--- src/rtl/switch_counter_ctrl.sv ---
// ============================================================================
// Module  : switch_counter_ctrl
// Brief   : Two debounced push-buttons drive a 00..99 BCD up/down counter
//           shown on two active-low 7-segment digits, plus status LEDs.
// Revision: 1.0 - initial release
// ============================================================================
`default_nettype none

module switch_counter_ctrl #(
    parameter int DEBOUNCE_LIMIT = 250000
) (
    input  logic       i_Clk,
    input  logic       i_Rst,
    input  logic       i_Switch_1,
    input  logic       i_Switch_2,
    output logic [6:0] o_Segment1,
    output logic [6:0] o_Segment2,
    output logic       o_LED_1,
    output logic       o_LED_2,
    output logic       o_LED_3,
    output logic       o_LED_4
);

    localparam int CW = $clog2(DEBOUNCE_LIMIT);
    localparam logic [CW-1:0] c_cnt_max = CW'(DEBOUNCE_LIMIT - 1);
    localparam logic [6:0] c_seg_zero = 7'b0000001;

    typedef enum logic {
        ST_LOW  = 1'b0,
        ST_HIGH = 1'b1
    } db_state_t;

    logic [1:0] sw_raw;
    logic [1:0] press_w;
    logic [1:0] level_w;

    assign sw_raw = {i_Switch_2, i_Switch_1};

    generate
        for (genvar i = 0; i < 2; i++) begin : g_sw
            logic          sync1_q;
            logic          sync2_q;
            db_state_t     state_q;
            db_state_t     state_d;
            logic [CW-1:0] cnt_q;
            logic [CW-1:0] cnt_d;
            logic          state_dly_q;
            logic          press_q;
            logic          press_d;

            // Debounce next state: count differing samples, flip after the limit
            always_comb begin
                state_d = state_q;
                cnt_d   = cnt_q;
                if (sync2_q == logic'(state_q)) begin
                    cnt_d = '0;
                end else if (cnt_q == c_cnt_max) begin
                    state_d = (state_q == ST_LOW) ? ST_HIGH : ST_LOW;
                    cnt_d   = '0;
                end else begin
                    cnt_d = cnt_q + CW'(1);
                end
                // Press is the rising edge of the accepted level, one cycle late
                press_d = (state_q == ST_HIGH) && !state_dly_q;
            end

            // Synchronizer, debounce FSM and press-pulse registers
            always_ff @(posedge i_Clk or posedge i_Rst) begin
                if (i_Rst) begin
                    sync1_q     <= 1'b0;
                    sync2_q     <= 1'b0;
                    state_q     <= ST_LOW;
                    cnt_q       <= '0;
                    state_dly_q <= 1'b0;
                    press_q     <= 1'b0;
                end else begin
                    sync1_q     <= sw_raw[i];
                    sync2_q     <= sync1_q;
                    state_q     <= state_d;
                    cnt_q       <= cnt_d;
                    state_dly_q <= logic'(state_q);
                    press_q     <= press_d;
                end
            end

            assign press_w[i] = press_q;
            assign level_w[i] = logic'(state_q);
        end
    endgenerate

    logic [3:0] tens_q, tens_d;
    logic [3:0] ones_q, ones_d;

    // BCD up/down with wrap; simultaneous presses clear the count
    always_comb begin
        tens_d = tens_q;
        ones_d = ones_q;
        if (press_w[0] && press_w[1]) begin
            tens_d = 4'd0;
            ones_d = 4'd0;
        end else if (press_w[0]) begin
            if (ones_q >= 4'd9) begin
                ones_d = 4'd0;
                tens_d = (tens_q >= 4'd9) ? 4'd0 : tens_q + 4'd1;
            end else begin
                ones_d = ones_q + 4'd1;
            end
        end else if (press_w[1]) begin
            if (ones_q == 4'd0) begin
                ones_d = 4'd9;
                tens_d = (tens_q == 4'd0) ? 4'd9 : tens_q - 4'd1;
            end else begin
                ones_d = ones_q - 4'd1;
            end
        end
    end

    // Count registers
    always_ff @(posedge i_Clk or posedge i_Rst) begin
        if (i_Rst) begin
            tens_q <= 4'd0;
            ones_q <= 4'd0;
        end else begin
            tens_q <= tens_d;
            ones_q <= ones_d;
        end
    end

    function automatic logic [6:0] seg_decode(input logic [3:0] digit);
        case (digit)
            4'd0:    seg_decode = 7'b0000001;
            4'd1:    seg_decode = 7'b1001111;
            4'd2:    seg_decode = 7'b0010010;
            4'd3:    seg_decode = 7'b0000110;
            4'd4:    seg_decode = 7'b1001100;
            4'd5:    seg_decode = 7'b0100100;
            4'd6:    seg_decode = 7'b0100000;
            4'd7:    seg_decode = 7'b0001111;
            4'd8:    seg_decode = 7'b0000000;
            4'd9:    seg_decode = 7'b0000100;
            default: seg_decode = 7'b1111111;
        endcase
    endfunction

    logic [6:0] seg1_q, seg1_d;
    logic [6:0] seg2_q, seg2_d;
    logic       led3_q, led3_d;
    logic       led4_q, led4_d;

    // Display decode and boundary flags, registered together
    always_comb begin
        seg1_d = seg_decode(tens_q);
        seg2_d = seg_decode(ones_q);
        led3_d = (tens_q == 4'd0) && (ones_q == 4'd0);
        led4_d = (tens_q == 4'd9) && (ones_q == 4'd9);
    end

    // Output registers; reset values match a count of 00
    always_ff @(posedge i_Clk or posedge i_Rst) begin
        if (i_Rst) begin
            seg1_q <= c_seg_zero;
            seg2_q <= c_seg_zero;
            led3_q <= 1'b1;
            led4_q <= 1'b0;
        end else begin
            seg1_q <= seg1_d;
            seg2_q <= seg2_d;
            led3_q <= led3_d;
            led4_q <= led4_d;
        end
    end

    assign o_Segment1 = seg1_q;
    assign o_Segment2 = seg2_q;
    assign o_LED_1    = level_w[0];
    assign o_LED_2    = level_w[1];
    assign o_LED_3    = led3_q;
    assign o_LED_4    = led4_q;

endmodule

`default_nettype wire

--- config.mk ---
export PLATFORM = sky130hd
export DESIGN_NAME = switch_counter_ctrl
export DESIGN_NICKNAME = d
export VERILOG_FILES = /design/src/rtl/switch_counter_ctrl.sv
export SDC_FILE = /design/constraint.sdc
export NUM_CORES = 1
export LEC_CHECK = 0
export ABC_AREA = 0
export BUFFER_PORTS_ARGS = -buffer_cell sky130_fd_sc_hd__buf_4
export CAP_MARGIN = 10
export CORE_MARGIN = 1.5
export CORE_UTILIZATION = 60
export DETAILED_ROUTE_END_ITERATION = 8
export HOLD_SLACK_MARGIN = 0.05
export PLACE_DENSITY = 0.82
export SETUP_SLACK_MARGIN = 0.5
export SLEW_MARGIN = 20
export SYNTH_ARGS = -nofsm -noshare
export SYNTH_HDL_FRONTEND = slang
export SYNTH_SLANG_ARGS = --single-unit
--- constraint.sdc ---
create_clock -name i_Clk -period 3 [get_ports i_Clk]
set_clock_uncertainty 0.15 [all_clocks]
set_input_delay 0.6 -clock i_Clk [delete_from_list [all_inputs] [get_ports i_Clk]]
set_output_delay 0.6 -clock i_Clk [all_outputs]
set_load 0.1 [all_outputs]
### Word-level counts from Yosys, hierarchy flattened

Memories as Yosys holds them, arrays and structs flattened. A register that Yosys moved wholly into a read port is not among the register bits.
Index checks and enable logic that the tools add are counted.

| operators by class | value |
|---|---|
| reduce and logical (&&, ||, !) cells | 14 |
| divide/modulo/power cells | 0 |
| eq/ne operators | 7 |
| multiply operators | 0 |
| bitwise operators | 2 |
| shift-type cells | 0 |
| mux-type cells | 18 |
| $lt $le $gt $ge | 2 |
| add/subtract/negate cells | 6 |

Operators with widths:

| kind | number |
|---|---|
| $mux 18 | 4 |
| $mux 4 | 12 |
| $add 18x1->18 const B | 2 |
| $eq 18x18->1 const B | 2 |
| $add 4x1->4 const B | 2 |
| $eq 4x4->1 const B | 2 |
| $ge 4x4->1 const B | 2 |
| $logic_not 4->1 | 2 |
| $sub 4x1->4 const B | 2 |
| $reduce_bool 3->1 | 2 |
| $logic_and 1x1->1 | 5 |
| $reduce_and 2->1 | 2 |
| $ne 3x1->1 const B | 1 |
| $reduce_and 3->1 | 1 |
| $eq 1x1->1 | 2 |
| $logic_not 1->1 | 2 |
| $mux 1 | 2 |
| $not 1->1 | 2 |

| storage, ports and cells | value |
|---|---|
| input bits | 4 |
| logic and storage cells | 67 |
| memories | 2 |
| RAM bits | 0 |
| latch bits | 0 |
| bits in read-only memories | 224 |
| output and inout port bits | 18 |
| register bits after elaboration | 56 |

Memory list:

| name | words | width | read ports | clocked after Yosys merged registers in | write ports | RTL line | RTL |
|---|---|---|---|---|---|---|---|
| (name not given) | 16 | 7 | 1 | 1 | 0 | 130 | `case (digit)` |
| (name not given) | 16 | 7 | 1 | 1 | 0 | 130 |  |

### Logic depth before layout (Yosys ltp)

Gate-level depths: netlist (run 1).

| logic depth | value |
|---|---|
| depth after elaboration | 6 |
| mapped depth | 6 |
| depth with buffers taken out | 6 |

### Worst setup path before layout (run 1)

Ideal clock, no wire load.

| timing | value |
|---|---|
| path kind | reg-to-reg |
| from | reg ones_q[1] |
| to | reg tens_q[3] |
| stages on the path, launching flop included | 7 |
| arrival | 1.929 ns |
| path buffers | 0 |
| required time | 2.754 ns |
| path slack | 0.825 ns |
| period minus slack after synthesis | 2.175 ns |
| setup time | 0.096 ns |
| cells stage by stage | dfrtp_1 inv_1 ha_1 or3b_2 a311oi_2 o21ai_0 o31ai_1 |

| on the way | value |
|---|---|
| cells in the longest elaborated chain, start to end | 3 |
| elaborated cells on any way between the ends | 5 |
| those cells by class | order compare (1); eq/ne (1); reduce/logical (3) |

RTL lines:

| what | RTL line | RTL |
|---|---|---|
| start, declared | 92 | `logic [3:0] ones_q, ones_d;` |
| start signal, assigned | 125 | `ones_q <= ones_d;` |
| $ge 4x4->1 / $logic_not 4->1 (equally long branches) | 102, 109 |  |
| $ne 3x1->1 (no line) / $reduce_bool 3->1 (equally long branches) | n/a |  |
| $reduce_and 3->1 (no line) (*) | n/a |  |
| end signal, assigned | 124 | `tens_q <= tens_d;` |
| end, declared | 91 | `logic [3:0] tens_q, tens_d;` |

Mark *: on every way between the ends. The rest lies on a longest branch, timed or not.
A chain may end at the register's enable or synchronous reset.

### Final worst setup path (run 1)

| timing | value |
|---|---|
| from | reg ones_q[1] |
| to | reg tens_q[1] |

Same word-level chain as after synthesis.

==> results.json, run 1 <==
{
  "place_congestion": 0.895,
  "dp_hpwl_mm": 4.32,
  "relSlewSlack_pct": 56.8,
  "cts.clk_slew.worst_paths_ps": 70,
  "grt_use_total_pct": 22.8,
  "port_buffers": 21,
  "pin_count": 22,
  "layout_common_cells": "dfrtp_1, nor2_1, buf_4",
  "r2r_cells": 6,
  "path_delay_family": "simple AND/OR/NAND/NOR gates",
  "grt_overflow": 0,
  "die_h_um": 79.7,
  "hold_violations": 0,
  "core-area_um2": 5570,
  "cts_buffer_depth": 2,
  "ant_nets": 0,
  "rows": 27,
  "areaGrowthSynthToFinish_pct": 12.9,
  "fin_crit_ps": 2370,
  "vias": 2631,
  "nNetsFinal": 392,
  "hold_class": "flop to flop",
  "ys.flop_type": "dfrtp_1",
  "p_leak_nw": 1.75,
  "postSynthCellCount": 348,
  "synth_edf_count": 0,
  "dieArea_um2": 6350,
  "synth_area_leader_cell": "dfrtp_1",
  "ys_top_cells_by_area": "dfrtp_1, nor2_1, ha_1",
  "status": "completed",
  "max-vdd-ir-drop_v": 0.000326,
  "grt_pass1_vias": 2467,
  "htreeDepth": 3,
  "cp_num_buf_inv": 2,
  "rsz0062_at_grt": "no",
  "pre_cts_ws_ps": 545,
  "crit_path_max_incr_delay_ps": 520,
  "synth_top_area_share_pct": 47.5,
  "finalWirelength_mm": 6.44,
  "fin_setup_tns_ps": 0,
  "final_layout_size_suffix_gt1_share_pct": 15.6,
  "cp.required_ps": 3070,
  "power_mw": 1.75,
  "synth_fp_nets": 366,
  "place_inst": 433,
  "dieWidth_um": 79.7,
  "crit_path_start_kind": "flop",
  "fmax_ghz": 0.422,
  "yosys_warnings": 0,
  "wl_per_cell_um": 14.3,
  "cp-end-kind": "flop",
  "worstPathArrival_ps": 2440,
  "crit_slowest_cell": "or3b_2",
  "tightest_slew_ps": 648,
  "drc_errors": 0,
  "tritoncts": "yes",
  "yosys.cell_types.count": 51,
  "numClockSinks": 70,
  "antenna_found_initial": 0,
  "seq_area_frac_synth_pct": 49.8,
  "cp_num_cells": 6,
  "grt_pass1_wl_mm": 11.1,
  "synth-seq-cells": 70,
  "cts-root-buf": "clkbuf_8",
  "slew_viol_final": 0,
  "criticalPathCategory": "flop to flop",
  "netlist_area_um2": 3530,
  "drt_iter0_drc": 160,
  "fin_cells": 449,
  "synth_area_per_cell_um2": 10.1,
  "p_per_area_nw_per_um2": 440,
  "period_share_pct": 78.9,
  "hold_depth": 0,
  "grt_max_degree": 60,
  "clk_latency_ps": 350,
  "cap_violations": 0,
  "crit_chain": "inv_1 -> ha_1 -> or3b_2 -> a311oi_4 -> buf_4 -> a21oi_1",
  "setup_ws_ps": 632,
  "cts_buffers": 9,
  "first_pass_iters": 4,
  "fill_cells": 404,
  "layout_commonest_cell": "dfrtp_1",
  "vias_per_cell": 5.86,
  "crit_fanout": 8,
  "initial_core_util_pct": 63.3,
  "synthArstFlopShare_pct": 100,
  "n_antenna_cell": 0,
  "finalSetupViolations": 0
}
Yosys cell counts (2+ instances only):
cell / count
clkbuf_1: 8
a21oi_1: 21
nand3_1: 14
and4_1: 3
o22ai_1: 3
xor2_1: 12
nor3_1: 8
nand2b_1: 3
o21ai_0: 13
o41ai_4: 2
o32ai_1: 2
nor2b_1: 3
or4_1: 3
nand4_1: 7
or3b_2: 4
dfstp_2: 3
ha_1: 14
nand2_1: 19
nor4bb_1: 2
mux2_2: 2
a31oi_1: 4
or2_2: 3
mux2i_1: 2
dfrtp_1: 67
o31ai_1: 4
nor4b_1: 2
nor4_1: 14
nor2_1: 48
xnor2_1: 19
or3_1: 3
nand3b_1: 2
inv_1: 15
final cells by class:
class | count | area [um2] | area share [%]
clock buffer | 13 | 159 | 3.99
clock inverter | 1 | 30.0 | 0.754
inverter | 16 | 63.8 | 1.60
multi-input combinational | 251 | 1670 | 42.0
sequential | 70 | 1760 | 44.1
tap | 72 | 90.1 | 2.26
timing repair buffer | 26 | 210 | 5.28
state kept, by name, summed over array words and instances, names as in the netlist, 2 cells and up:
register,cells
ones_q,4
g_sw.sync1_q,2
g_sw.cnt_q,36
o_Segment1,7
o_Segment2,7
g_sw.press_q,2
g_sw.state_dly_q,2
tens_q,4
g_sw.sync2_q,2
timing repair:
action / CTS / global route
hold buffers: 1 / 0
endpoints found under the setup margin: 0 / 4
endpoints found under the hold margin: 5 / 0
gates resized for setup: 0 / 2
setup buffers: 0 / 1
per-layer routing:
metal  track usage, %  wire, um
met1             31.9      3080
met2             33.9      3040
met3             4.23       207
met4             11.6       111
met5                0         0
report_power, final:
| group | switching (mW) | internal [mW] | total, mW | leakage, nW |
|---|---|---|---|---|
| logic | 0.0321 | 0.0170 | 0.0491 | 0.701 |
| registers | 0.00859 | 0.953 | 0.962 | 0.952 |
| clock network | 0.322 | 0.421 | 0.743 | 0.0956 |
logic make-up after synthesis:
logic type               count (synthesis)  share of synthesized area, %
multiplexers                             4                          1.21
adder cells (fa/ha/maj)                 14                          4.96
flip-flops                              70                          49.8
AO/OA/AOI/OAI                           58                          11.3
AND/OR/NAND/NOR                        144                          21.9
buffers and inverters                   27                          3.16
XOR/XNOR                                31                          7.70
stage by stage:
step	utilization [%]	hold slack, ps	area [um2]
floorplan	-	181	3530
global placement	67.5	182	3760
detailed placement	67.5	196	3760
CTS	71.1	196	3960
global route	71.4	200	3980
finish	71.4	206	3980
final timing paths:
kind	from	to	slack [ps]
worst max-delay path	ones_q[1]$_DFFE_PP0P_	tens_q[1]$_DFFE_PP0P_	630
worst min-delay path	g_sw[0].sync1_q$_DFF_PP0_	g_sw[0].sync2_q$_DFF_PP0_	210
worst max register to register	ones_q[1]$_DFFE_PP0P_	tens_q[1]$_DFFE_PP0P_	630
worst min register to register	g_sw[0].sync1_q$_DFF_PP0_	g_sw[0].sync2_q$_DFF_PP0_	210
max in group asynchronous	i_Rst	o_Segment1[0]$_DFF_PP1_	1480
min in group asynchronous	i_Rst	g_sw[0].cnt_q[1]$_DFF_PP0_	610
(Power assumes the default switching activity.)
==> inputs of run 2 (changes only) <==
--- a/config.mk
+++ b/config.mk
@@ -9,10 +9,10 @@
 export BUFFER_PORTS_ARGS = -buffer_cell sky130_fd_sc_hd__buf_4
 export CAP_MARGIN = 10
 export CORE_MARGIN = 1.5
-export CORE_UTILIZATION = 60
+export CORE_UTILIZATION = 54
 export DETAILED_ROUTE_END_ITERATION = 8
 export HOLD_SLACK_MARGIN = 0.05
-export PLACE_DENSITY = 0.82
+export PLACE_DENSITY = 0.78
 export SETUP_SLACK_MARGIN = 0.5
 export SLEW_MARGIN = 20
 export SYNTH_ARGS = -nofsm -noshare
==> constraint.sdc (replaced) <==
create_clock -name i_Clk -period 1.9 [get_ports i_Clk]
set_clock_uncertainty 0.15 [all_clocks]
set_input_delay 0.38 -clock i_Clk [delete_from_list [all_inputs] [get_ports i_Clk]]
set_output_delay 0.38 -clock i_Clk [all_outputs]
set_load 0.1 [all_outputs]
==> run 2 against run 1 <==
  * The run now ends with setup timing left
  * Largest power group unchanged
  * Cell area rose by 34%
  * Highest routed layer unchanged
  * Worst hold slack got worse by 5.5 ps
  * Critical path type unchanged
  * Critical path depth did not move
  * First-iteration DRC count fell by 8.8%
==> results.json, run 2 (same netlist as run 1, synthesis figures left out) <==
{
  "r2r_start": "g_sw[0].cnt_q[4]$_DFF_PP0_",
  "hold_class": "flop to flop",
  "initial_core_util_pct": 55.9,
  "clk_latency_ps": 340,
  "period_share_pct": 101,
  "max-vdd-ir-drop_v": 0.000604,
  "p_per_area_nw_per_um2": 532,
  "grt_use_total_pct": 27.4,
  "dieArea_um2": 7030,
  "cts_buffers": 9,
  "status": "complete, but fails checks",
  "rsz0062_at_grt": "yes",
  "worstPathArrival_ps": 2010,
  "crit_path_start_kind": "flop",
  "ant_nets": 0,
  "crit_path_max_incr_delay_ps": 430,
  "p_leak_nw": 2.22,
  "fmax_ghz": 0.519,
  "dp_hpwl_mm": 4.67,
  "path_delay_family": "simple AND/OR/NAND/NOR gates",
  "layout_commonest_cell": "buf_4",
  "violations": "setup timing",
  "vias_per_cell": 5.92,
  "n_antenna_cell": 0,
  "first_pass_iters": 4,
  "critPathLaunch": "g_sw[0].cnt_q[4]$_DFF_PP0_",
  "layout_common_cells": "buf_4, dfrtp_1, dfrtp_2",
  "core-area_um2": 6310,
  "grt_overflow": 0,
  "die_h_um": 83.8,
  "cp_num_buf_inv": 2,
  "fin_crit_ps": 1930,
  "drc_errors": 0,
  "tritoncts": "yes",
  "areaGrowthSynthToFinish_pct": 51.0,
  "hold_violations": 0,
  "place_congestion": 0.860,
  "finalWirelength_mm": 10.3,
  "dpl_cell_area_um2": 4150,
  "cp.required_ps": 1980,
  "largest_register_ffs": 36,
  "crit_slowest_cell": "dfrtp_1",
  "criticalPathCategory": "flop to flop",
  "cp-end-kind": "flop",
  "pin_count": 22,
  "finalSetupViolations": 14,
  "grt_max_degree": 71,
  "crit_fanout": 5,
  "slew_viol_final": 0,
  "cts-root-buf": "clkbuf_8",
  "cap_violations": 0,
  "antenna_found_initial": 0,
  "tightest_slew_ps": 528,
  "wl_per_cell_um": 19.2,
  "htreeDepth": 3,
  "regMostFlops": "g_sw.cnt_q",
  "final_area_um2": 5330,
  "drt_iter0_drc": 146,
  "cts_buffer_depth": 2,
  "rows": 29,
  "fill_cells": 288,
  "pre_cts_ws_ps": -16.6,
  "hold_start": "g_sw[1].sync1_q$_DFF_PP0_",
  "dieWidth_um": 83.8,
  "crit_chain": "nor4b_4 -> nand2_2 -> o41ai_4 -> buf_4 -> clkbuf_16 -> nor2_2",
  "final_layout_size_suffix_gt1_share_pct": 51.5,
  "port_buffers": 21,
  "relSlewSlack_pct": 64.5,
  "numClockSinks": 70,
  "setup_ws_ps": -28.0,
  "cts.clk_slew.worst_paths_ps": 70,
  "vias": 3166,
  "whs_ps": 200,
  "grt_pass1_wl_mm": 15.3,
  "nNetsFinal": 471,
  "grt_pass1_vias": 3185
}
## run 2: cell types whose count changed in the layout (fill, tap and decap cells not counted), sizes merged
| cell | change |
|---|---|
| clkbuf | -2 |
| buf | +75 |
| dlygate4sd3 | +2 |
| clkinvlp | +4 |
| clkinv | +1 |
| nand3 | +1 |
## run 2: through the flow
step	setup TNS [ps]	utilization, %	instances	total power, mW
2_1_floorplan	0	-	348	1.61
3_3_place_gp	0	65.7	465	1.64
3_5_place_dp	-16.6	65.7	465	1.64
4_1_cts	0	77.7	520	2.83
5_1_grt	-2120	84.4	535	2.93
6_report	-213	84.4	535	2.84
## run 2: report_power, final
| group | internal (mW) | switching, mW | leakage (nW) | total (mW) |
|---|---|---|---|---|
| Clock | 0.601 | 0.568 | 0.0883 | 1.17 |
| Sequential | 1.50 | 0.0189 | 0.903 | 1.52 |
| Combinational | 0.0670 | 0.0754 | 1.23 | 0.142 |
## run 2: worst paths after layout
check                                             endpoint  slack [ps]  cells past startpoint
min in group asynchronous          o_Segment2[6]$_DFF_PP0_         550                      4
worst max-delay path            g_sw[0].cnt_q[7]$_DFF_PP0_         -30                      6
max in group asynchronous          o_Segment2[0]$_DFF_PP1_         700                      4
worst max register to register  g_sw[0].cnt_q[7]$_DFF_PP0_         -30                      6
worst min-delay path             g_sw[1].sync2_q$_DFF_PP0_         200                      0
worst min register to register   g_sw[1].sync2_q$_DFF_PP0_         200                      0
## run 2: what timing repair did
action,CTS,global route
gates cloned,3,1
endpoints found under the hold margin,69,0
hold buffers,3,0
pin swaps,10,14
buffers inserted,33,14
gates resized for setup,65,83
setup endpoints to repair,70,74
## run 2: final cells by class
| cell class | instances | area, um2 | area share, % |
|---|---|---|---|
| multi-input combinational | 252 | 2070 | 38.8 |
| sequential | 70 | 1790 | 33.7 |
| timing repair buffer | 104 | 1100 | 20.7 |
| clock buffer | 10 | 128 | 2.39 |
| tap | 77 | 96.3 | 1.81 |
| inverter | 16 | 75.1 | 1.41 |
| clock inverter | 6 | 62.6 | 1.17 |
## run 2: metal layers
layer  global-route usage (%)  part of all wire (%)
met2                     47.0                    53
met3                     6.33                   3.9
met4                     11.3                   2.6
met1                     33.2                    41
met5                        0                     0
==> inputs of run 3 (changes only) <==
--- a/config.mk
+++ b/config.mk
@@ -12,7 +12,7 @@
 export CORE_UTILIZATION = 54
 export DETAILED_ROUTE_END_ITERATION = 8
 export HOLD_SLACK_MARGIN = 0.05
-export PLACE_DENSITY = 0.78
+export PLACE_DENSITY = 0.72
 export SETUP_SLACK_MARGIN = 0.5
 export SLEW_MARGIN = 20
 export SYNTH_ARGS = -nofsm -noshare
==> run 3 against run 2 <==
  * The run still ends with setup timing left
  * Setup slack lost 25 ps
  * Register-to-register slack lost 30 ps
  * Largest cell class unchanged
  * Flip-flop and latch count is the same
  * Global-route usage shrank 2.4 points
  * Clock power is essentially flat
  * Sequential power is essentially flat
  * Utilization grew 1.5 points
  * Cell area grew 1.8%
==> results.json, run 3 (same netlist as run 1, synthesis figures left out) <==
{
  "drt_iter0_drc": 236,
  "hold_violations": 0,
  "period_share_pct": 103,
  "grt_max_degree": 42,
  "hold_class": "flop to flop",
  "tightest_slew_ps": 446,
  "criticalPathCategory": "flop to flop",
  "multi_input_comb_area_um2": 2150,
  "cts_buffers": 9,
  "tritoncts": "yes",
  "cp-end-kind": "flop",
  "largest_register_ffs": 36,
  "layout_commonest_cell": "buf_4",
  "relSlewSlack_pct": 70.2,
  "worstPathArrival_ps": 2070,
  "dp_hpwl_mm": 5.01,
  "cts_buffer_depth": 2,
  "dieArea_um2": 7030,
  "status": "complete, but fails checks",
  "cp.required_ps": 2010,
  "rsz0062_at_grt": "yes",
  "regMostFlops": "g_sw.cnt_q",
  "grt_use_total_pct": 24.9,
  "p_leak_nw": 2.22,
  "vias_per_cell": 6.03,
  "drc_errors": 0,
  "p_per_area_nw_per_um2": 528,
  "htreeDepth": 3,
  "n_antenna_cell": 0,
  "finalWirelength_mm": 10.6,
  "clk_latency_ps": 360,
  "slew_viol_final": 0,
  "pre_cts_ws_ps": -0.255,
  "seq_area_um2": 1790,
  "finalSetupViolations": 5,
  "fmax_ghz": 0.512,
  "first_pass_iters": 5,
  "antenna_found_initial": 0,
  "cts.clk_slew.worst_paths_ps": 70,
  "grt_pass1_vias": 3003,
  "cap_violations": 0,
  "areaGrowthSynthToFinish_pct": 53.7,
  "port_buffers": 21,
  "final_layout_size_suffix_gt1_share_pct": 54.4,
  "nNetsFinal": 469,
  "crit_path_start_kind": "flop",
  "ant_nets": 0,
  "wl_per_cell_um": 19.9,
  "core-area_um2": 6310,
  "fin_crit_ps": 1950,
  "grt_overflow": 0,
  "cts-root-buf": "clkbuf_8",
  "violations": "setup timing",
  "grt_pass1_wl_mm": 13.9,
  "pin_count": 22,
  "crit_fanout": 4,
  "setup_ws_ps": -53.3,
  "vias": 3212,
  "layout_common_cells": "buf_4, dfrtp_1, dfrtp_2",
  "place_congestion": 0.887,
  "initial_core_util_pct": 55.9,
  "dieWidth_um": 83.8,
  "numClockSinks": 70,
  "fill_cells": 303,
  "die_h_um": 83.8,
  "rows": 29,
  "max-vdd-ir-drop_v": 0.000574,
  "power_mw": 2.87
}
## run 3: worst max-delay path, cell delays in order, from the launching register on
cell and delay (ps):
dfrtp_2 460, inv_4 90, ha_4 130, or3b_4 400, a311oi_4 300, buf_4 200, o21ai_2 60, o31ai_1 70
## run 3: layout make-up
| class | instances | area share [%] |
|---|---|---|
| clock buffers | 9 | 2.28 |
| flip-flops and latches | 70 | 33.1 |
| inverters | 16 | 1.45 |
| repair buffers | 103 | 20.6 |
| multi-input cells | 251 | 39.7 |
| well taps | 77 | 1.78 |
| clock inverters | 7 | 1.20 |
## run 3: timing repair
item	CTS	global route
hold endpoints to repair	15	0
gates cloned	1	0
hold buffers	3	0
pin swaps	14	11
buffers inserted	28	20
gates resized for setup	73	107
setup endpoints to repair	70	103
## run 3: metal layers
layer  wire [um]  track usage (%)  share of wire (%)
met1        4290             32.3                 40
met2        5540             41.3                 52
met3         431             3.46                4.1
met4         358             12.2                3.4
met5           0                0                  0
## run 3: power by group
part	leakage [nW]	total [mW]	switching, mW	internal, mW
Clock	0.0948	1.19	0.597	0.596
Combinational	1.22	0.149	0.0815	0.0680
Sequential	0.902	1.52	0.0195	1.50
Total	2.22	2.87	0.698	2.17
## run 3: path summary, 6_finish.rpt
check	startpoint	end	slack (ps)	cells past startpoint
max	ones_q[0]$_DFFE_PP0P_	tens_q[3]$_DFFE_PP0P_	-50	7
min	g_sw[0].sync1_q$_DFF_PP0_	g_sw[0].sync2_q$_DFF_PP0_	210	0
max reg2reg	ones_q[0]$_DFFE_PP0P_	tens_q[3]$_DFFE_PP0P_	-50	7
min reg2reg	g_sw[0].sync1_q$_DFF_PP0_	g_sw[0].sync2_q$_DFF_PP0_	210	0
max in group asynchronous	i_Rst	g_sw[0].cnt_q[6]$_DFF_PP0_	710	4
min in group asynchronous	i_Rst	o_LED_4$_DFF_PP0_	590	4
## run 3: stage by stage
| step | area (um2) | std cells | TNS (ps) | hold WS (ps) | utilization (%) |
|---|---|---|---|---|---|
| final | 5420 | 533 | -113 | 211 | 85.9 |
| after global routing | 5420 | 533 | -530 | 214 | 85.9 |
| after CTS | 4850 | 513 | 0 | 214 | 76.8 |
| after detailed placement | 4130 | 465 | -0.255 | 197 | 65.5 |
| after global placement | 4130 | 465 | 0 | 187 | 65.5 |
| after floorplan | 3720 | 348 | 0 | 181 | - |
